--- config.mk ---
export PLATFORM = sky130hd
export DESIGN_NAME = fifo_rr_arbiter_ctrl
export DESIGN_NICKNAME = d
export VERILOG_FILES = /design/src/rtl/fifo_rr_arbiter_ctrl_pkg.sv /design/src/rtl/fifo_rr_arbiter_ctrl_pick.sv /design/src/rtl/fifo_rr_arbiter_ctrl.sv
export SDC_FILE = /design/constraint.sdc
export NUM_CORES = 1
export LEC_CHECK = 0
export BUFFER_PORTS_ARGS = -buffer_cell sky130_fd_sc_hd__clkbuf_2
export CAP_MARGIN = 5
export CORE_MARGIN = 2
export CORE_UTILIZATION = 47
export CTS_CLUSTER_SIZE = 8
export DETAILED_ROUTE_END_ITERATION = 16
export PLACE_DENSITY = 0.94
export REMOVE_ABC_BUFFERS = 1
export SLEW_MARGIN = 10
export SYNTH_ARGS = -nofsm -noshare
export SYNTH_HDL_FRONTEND = slang
export SYNTH_SLANG_ARGS = --single-unit
--- constraint.sdc ---
create_clock -name clk -period 5.3 [get_ports clk]
set_input_delay 0.53 -clock clk [delete_from_list [all_inputs] [get_ports clk]]
set_output_delay 0.53 -clock clk [all_outputs]
set_load 0.005 [all_outputs]
--- src/rtl/fifo_rr_arbiter_ctrl_pkg.sv ---
// rtl/fifo_rr_arbiter_ctrl_pkg.sv - shared constants for the transmit-path FIFO arbiter
// One-hot FSM state encodings and default transmit-layer dimensions.
package fifo_rr_arbiter_ctrl_pkg;

  localparam int TX_NUM_SRC    = 4;
  localparam int TX_DATA_WIDTH = 6;

  localparam logic [4:0] ST_RESET  = 5'b00001;
  localparam logic [4:0] ST_INIT   = 5'b00010;
  localparam logic [4:0] ST_IDLE   = 5'b00100;
  localparam logic [4:0] ST_ACTIVE = 5'b01000;
  localparam logic [4:0] ST_ERROR  = 5'b10000;

endpackage

--- src/rtl/fifo_rr_arbiter_ctrl_pick.sv ---
// rtl/fifo_rr_arbiter_ctrl_pick.sv - combinational round-robin priority picker
// Returns the first set request bit searching cyclically from last_grant+1.
module rr_priority_pick
  import fifo_rr_arbiter_ctrl_pkg::*;
#(
  parameter int NUM_SRC   = TX_NUM_SRC,
  parameter int SEL_WIDTH = 2
) (
  input  logic [NUM_SRC-1:0]   req,
  input  logic [SEL_WIDTH-1:0] last_grant,
  output logic [SEL_WIDTH-1:0] grant,
  output logic                 valid
);

  // Walk from the farthest offset down so the nearest requester is written last and wins;
  // NUM_SRC is a power of two, so the SEL_WIDTH-bit sum wraps cyclically on its own.
  always_comb begin
    grant = '0;
    valid = 1'b0;
    for (int i = NUM_SRC; i >= 1; i--) begin
      if (req[last_grant + SEL_WIDTH'(i)]) begin
        grant = last_grant + SEL_WIDTH'(i);
        valid = 1'b1;
      end
    end
  end

endmodule

--- src/rtl/fifo_rr_arbiter_ctrl.sv ---
// rtl/fifo_rr_arbiter_ctrl.sv - drains NUM_SRC source FIFOs into one destination FIFO
// Round-robin pops with almost-full backpressure, sticky error state and a word counter.
module fifo_rr_arbiter_ctrl
  import fifo_rr_arbiter_ctrl_pkg::*;
#(
  parameter int DATA_WIDTH = TX_DATA_WIDTH,
  parameter int NUM_SRC    = TX_NUM_SRC,
  parameter int SEL_WIDTH  = 2,
  parameter int CNT_WIDTH  = 8
) (
  input  logic                          clk,
  input  logic                          reset,
  input  logic                          init,
  input  logic [NUM_SRC-1:0]            src_mask_in,
  input  logic [NUM_SRC-1:0]            src_empty,
  input  logic [NUM_SRC-1:0]            src_error,
  input  logic [NUM_SRC*DATA_WIDTH-1:0] src_data,
  input  logic                          dst_full,
  input  logic                          dst_almost_full,
  input  logic                          dst_error,
  output logic [NUM_SRC-1:0]            src_rd_en,
  output logic                          dst_wr_en,
  output logic [DATA_WIDTH-1:0]         dst_data,
  output logic [SEL_WIDTH-1:0]          grant_id,
  output logic [4:0]                    state,
  output logic                          idle,
  output logic                          error_out,
  output logic [CNT_WIDTH-1:0]          word_count
);

  logic [4:0]           state_q, state_d;
  logic [NUM_SRC-1:0]   mask_q, eligible;
  logic [SEL_WIDTH-1:0] last_grant, pick_idx, wr_sel;
  logic                 pick_valid, any_err, pop, wr_q;

  assign eligible = ~src_empty & mask_q;
  assign any_err  = (|src_error) | dst_error;

  rr_priority_pick #(
    .NUM_SRC  (NUM_SRC),
    .SEL_WIDTH(SEL_WIDTH)
  ) u_pick (
    .req       (eligible),
    .last_grant(last_grant),
    .grant     (pick_idx),
    .valid     (pick_valid)
  );

  // Gating on almost_full leaves room for the one word already in flight.
  assign pop = (state_q == ST_ACTIVE) && !init && !any_err && !dst_full
               && !dst_almost_full && pick_valid;

  always_comb begin
    src_rd_en = '0;
    if (pop) src_rd_en[pick_idx] = 1'b1;
  end

  // Source read data arrives one cycle after the pop, so it is steered by the registered grant.
  always_comb begin
    dst_data = '0;
    for (int i = 0; i < NUM_SRC; i++) begin
      if (wr_q && (wr_sel == SEL_WIDTH'(i))) dst_data = src_data[i*DATA_WIDTH +: DATA_WIDTH];
    end
  end

  assign dst_wr_en = wr_q;
  assign state     = state_q;
  assign idle      = (state_q == ST_IDLE);
  assign error_out = (state_q == ST_ERROR);

  always_comb begin
    state_d = state_q;
    case (state_q)
      ST_RESET:            state_d = ST_INIT;
      ST_INIT:             state_d = init ? ST_INIT : ST_IDLE;
      ST_IDLE, ST_ACTIVE:  state_d = init ? ST_INIT : (pick_valid ? ST_ACTIVE : ST_IDLE);
      ST_ERROR:            state_d = ST_ERROR;
      default:             state_d = ST_ERROR;
    endcase
    if ((state_q != ST_RESET) && any_err) state_d = ST_ERROR;
  end

  always_ff @(posedge clk) begin
    if (reset) begin
      state_q    <= ST_RESET;
      mask_q     <= '1;
      last_grant <= SEL_WIDTH'(NUM_SRC - 1);
      grant_id   <= '0;
      word_count <= '0;
      wr_q       <= 1'b0;
      wr_sel     <= '0;
    end else begin
      state_q <= state_d;
      wr_q    <= pop;
      if (pop) begin
        wr_sel     <= pick_idx;
        last_grant <= pick_idx;
        grant_id   <= pick_idx;
      end
      if ((state_q == ST_INIT) && init) begin
        mask_q     <= src_mask_in;
        word_count <= '0;
      end else if (wr_q) begin
        word_count <= word_count + CNT_WIDTH'(1);
      end
    end
  end

endmodule
After elaboration in Yosys (flattened, before gate mapping)
Cells that the tools add are included.
{"block": "word_totals", "regBits": 22, "word_cells": 78}
{"block": "classes", "addsub": 4, "n_bitwise": 3, "n_reduce_logical": 21, "n_eq_ne": 9, "order_cmp": 6, "mux": 28}
{"operator": "two-way mux 6 bit", "count": 4}
{"operator": "less-than comparator 2 x 3 -> 1 bit (second input constant)", "count": 5}
{"operator": "case mux 5 bit (3 select lines)", "count": 1}
{"operator": "logical AND 1 bit", "count": 12}
{"operator": "two-way mux 4 bit", "count": 3}
{"operator": "two-way mux 1 bit", "count": 9}
{"operator": "adder 8 x 1 -> 8 bit (second input constant)", "count": 1}
{"operator": "binary-select mux 1 bit (select 2 bit)", "count": 4}
{"operator": "two-way mux 2 bit", "count": 4}
{"operator": "OR reduction 2 bit", "count": 3}
{"operator": "equality test 5 x 1 -> 1 bit (second input constant)", "count": 1}
{"operator": "equality test 5 x 2 -> 1 bit (second input constant)", "count": 1}
{"operator": "equality test 5 x 3 -> 1 bit (second input constant)", "count": 1}
{"operator": "equality test 5 x 4 -> 1 bit (second input constant)", "count": 1}
{"operator": "equality test 5 bit (second input constant)", "count": 1}
{"operator": "two-way mux 5 bit", "count": 1}
{"operator": "!= test 5 x 1 -> 1 bit (second input constant)", "count": 1}
{"operator": "adder 2 bit (second input constant)", "count": 2}
{"operator": "AND 4 bit", "count": 1}
{"operator": "equality test 2 bit (second input constant)", "count": 2}
{"operator": "zero test 1 bit", "count": 4}
{"operator": "NOT 4 bit", "count": 1}
{"operator": "OR reduction 4 bit", "count": 1}
{"operator": "two-way mux 3 bit", "count": 1}
{"operator": "6 further kinds", "count": 6}

Depth between registers and ports, before layout
{"block": "depth", "depth_word": 13, "ltp_mapped": 5, "ltp_nobuf": 5}

Hierarchy
From an unflattened synthesis, not the netlist that was laid out.
{"block": "hier_totals", "cells_unflattened": 146, "hier_area_um2": 1306.3}
{"module": "fifo_rr_arbiter_ctrl", "cells_each": 132, "n_inst": 1, "area_each_um2": 1214.9}
{"module": "rr_priority_pick", "cells_each": 14, "n_inst": 1, "area_each_um2": 91.3}

Least setup slack after synthesis
No wires, ideal clock.
{"block": "synth_timing", "path_kind": "input to output", "start": "in init", "end": "out src_rd_en[3]", "stages": 4, "t_arrival_ns": 2.041, "path_buffers": 0, "path_slack_ns": 2.729, "cell_sequence": "or4_1 > or4_4 > nor4_2 > nor2b_1"}
{"block": "synth_between", "elab_chain_cells": 7}
{"element": "from (decl)", "line_no": "fifo_rr_arbiter_ctrl.sv:13", "source": "input logic init,"}
{"element": "zero test 1 bit", "line_no": "fifo_rr_arbiter_ctrl.sv:50", "source": "assign pop = (state_q == ST_ACTIVE) && !init && !any_err && !dst_full"}
{"element": "logical AND 1 bit (3 in series)", "line_no": "fifo_rr_arbiter_ctrl.sv:50"}
{"element": "logical AND 1 bit (2 in series)", "line_no": "fifo_rr_arbiter_ctrl.sv:51", "source": "&& !dst_almost_full && pick_valid;"}
{"element": "two-way mux 4 bit", "line_no": "fifo_rr_arbiter_ctrl.sv:55", "source": "if (pop) src_rd_en[pick_idx] = 1'b1;"}
{"element": "to (decl)", "line_no": "fifo_rr_arbiter_ctrl.sv:21", "source": "output logic [NUM_SRC-1:0] src_rd_en,"}
Every way passes these cells.

Worst setup path after layout
{"block": "layout_timing", "start": "reg state_q[4] (netlist: state[4])", "end": "out src_rd_en[1]"}
{"block": "layout_between", "elab_chain_cells": 7}
{"element": "from (decl)", "line_no": "fifo_rr_arbiter_ctrl.sv:31", "source": "logic [4:0] state_q, state_d;"}
{"element": "from (signal assigned)", "line_no": "fifo_rr_arbiter_ctrl.sv:93", "source": "state_q <= state_d;"}
{"element": "equality test 5 x 4 -> 1 bit", "line_no": "fifo_rr_arbiter_ctrl.sv:50"}
{"element": "logical AND 1 bit (3 in series)", "line_no": "fifo_rr_arbiter_ctrl.sv:50"}
{"element": "logical AND 1 bit (2 in series)", "line_no": "fifo_rr_arbiter_ctrl.sv:51"}
{"element": "two-way mux 4 bit", "line_no": "fifo_rr_arbiter_ctrl.sv:55"}
Every way passes these cells.

==> flow_summary.toml <==
[place]
place.gp.congestion = 0.937
dp_hpwl_um = 2630
portBuffers = 69
dp_cells = 230
place_worst_setup_slack_ns = 2.38
dpl_cell_area_um2 = 1610

[die]
num_io_pins = 70
rows = 18
initial_utilization_pct = 49.8
die_w_um = 55.5
die-height_um = 55.5
die-area_um2 = 3080
core_um2 = 2500

[cells_and_area]
nets = 248
fin_area_um2 = 1650
drive_gt1_share_pct = 42.2
final_common_cell = "clkbuf_2"
final_cell_mix = "clkbuf_2 (69), dfxtp_1 (22), nor2_1 (18)"
syn_to_final_growth_pct = 32.1
antenna_cells = 0
instances_no_fill = 234
fin_util_pct = 65.9

[sta]
hold_viol = 0
slew_headroom_pct = 53.7
slew_violations = 0
worstMarginPinSlew_ns = 0.688
finClkSkew_ns = 0.0135
max_freq_mhz = 322
setup_viol = 0
post-route-min-period_ns = 3.10
setup_tns_ns = 0
min_period_over_period_pct = 58.5
rsz0062_at_grt = "false"
fin_ws_ns = 2.20

[setup_path]
end_kind = "output port"
r2r_start = "state[4]"
cp_slowest_stage_delay_ns = 0.63
crit_fanout = 6
cp_slowest_cell = "nor4_1"
worst-path-buf-inv = 1
critical_path_arrival_ns = 2.57
start_kind = "flop"
startpoint = "state[4]"
crit_family = "simple AND/OR/NAND/NOR gates"
crit_type = "flop to output port"
worst_ep_required_time_ns = 4.77
cp_cell_sequence = "or4_4 -> nor4_1 -> nand2_1 -> nor3_1 -> clkbuf_2"

[grt]
grt_pass1_wl_um = 5290
grt_start_max_net_pins = 16
gr-total-overflow = 0
track_usage_pct = 21.5
antenna_found_initial = 0
first_global_vias = 1200

[synthesis]
synth_area_leaders = "dfxtp_1 (35%), mux4_2 (11%), nor2_1 (5.4%), a211o_1 (3.5%), and2_1 (3.5%)"
synth_area_um2 = 1250
synth_cells = 136
synthFlopType = "dfxtp_1"
synth.top_cell.area_share_pct = 35.3
yosysTopAreaCell = "dfxtp_1"
synth.distinct_cells = 38
synth_edf_count = 0
yosys_warnings = 0
async_flop_share_pct = 0
syn_avg_cell_area_um2 = 9.16
ys_seq_area_share_pct = 35.3
ys_ff_latch = 22

[clock_tree]
clock-sinks = 22
cts_resized = 0
cts_buffers = 3
path_clk_slew_ns = 0.12
cts_tree = "built"
clockRootBuffer = "clkbuf_4"
clockBufferDepth = 2
cts_htree_levels = 1
hold_buffers = 0
clk_latency_ns = 0.32
cts_setup_buffers = 0

[detailed_routing]
drtIter0Drc = 47
via_count = 1322
ant_nets = 0
wire_per_inst_um = 13.8
first_pass_iters = 7
drc_errors = 0
wl_um = 3220
avgViaCountPerCell = 5.65

[worst_hold_path]
hp-start = "mask_q[2]"
hold_path.class = "flop to flop"

[run]
maxCapViolations = 0

[run_status]
outcome = "finished, final reports clean"

[power_and_ir_drop]
leakagePower_nw = 0.752
ir_drop_uv = 189
pwr_density_cell_nw_per_um2 = 183
logic make-up (layout without fill, tap and decap cells):
logic type / count (synthesis) / after routing / synth area share (%)
buf+inv: 10 / 78 / 3.01
compound gates: 21 / 21 / 13.2
xor+xnor: 7 / 7 / 4.92
flops: 22 / 22 / 35.3
fa+ha+maj: 1 / 1 / 1.00
simple gates: 68 / 68 / 30.9
mux: 7 / 7 / 11.6
synthesized netlist by cell type (2+ instances only):
cell and count:
nor3_1 5, nor2_1 18, o221ai_1 2, inv_1 5, nand2b_1 5, a211o_1 5
nor3b_1 2, nor2b_1 6, and2_1 7, xnor2_1 4, a21oi_1 5, xor2_1 3
nand2_1 7, mux4_2 6, dfxtp_1 22, nand4_1 3, nor4_1 4, or4_1 2
clkbuf_1 5, or4_4 2
worst paths after layout:
path                   end  cells after the start  slack, ns
min reg2reg      mask_q[2]                      1       0.48
max reg2reg  last_grant[1]                      4       3.08
min              mask_q[2]                      1       0.48
max           src_rd_en[1]                      5       2.20
cell type report:
cell class                      instances  area, µm²
Fill cell                             226        853
Timing Repair Buffer                   69        345
Sequential cell                        22        440
Multi-Input combinational cell        104        768
Inverter                                5       18.8
Tap cell                               30       37.5
Clock buffer                            4       36.3
routing by layer:
layer,global-route usage (%),vias up,wire (µm)
met5,0,-,0
met4,11.1,0,109
met3,6.32,11,347
met2,38.3,74,1600
met1,22.7,603,1170
li1,-,634,-
worst register-to-register path: cells and delay by family, from the launching register on:
family | cells | cell delay [ns]
flip-flops | 1 | 0.38
AO/OA/AOI/OAI | 1 | 0.33
AND/OR/NAND/NOR | 3 | 1.40
through the flow:
stage	hold slack [ns]	total power, mW
finish	0.477	0.302
detailed placement	0.444	0.212
floorplan	0.427	0.190
global route	0.501	0.314
CTS	0.473	0.304
global placement	0.436	0.211
flip-flops by register name, summed over array words and instances, names as in the netlist:
register,cells
dst_wr_en,1
state,5
wr_sel,2
word_count,8
mask_q,4
last_grant,2
where the power goes:
part	total, mW	internal, mW	switching (mW)
Sequential	0.170	0.167	0.00260
Clock	0.0930	0.0420	0.0510
Combinational	0.0386	0.0212	0.0174
(Power assumes the default switching activity.)
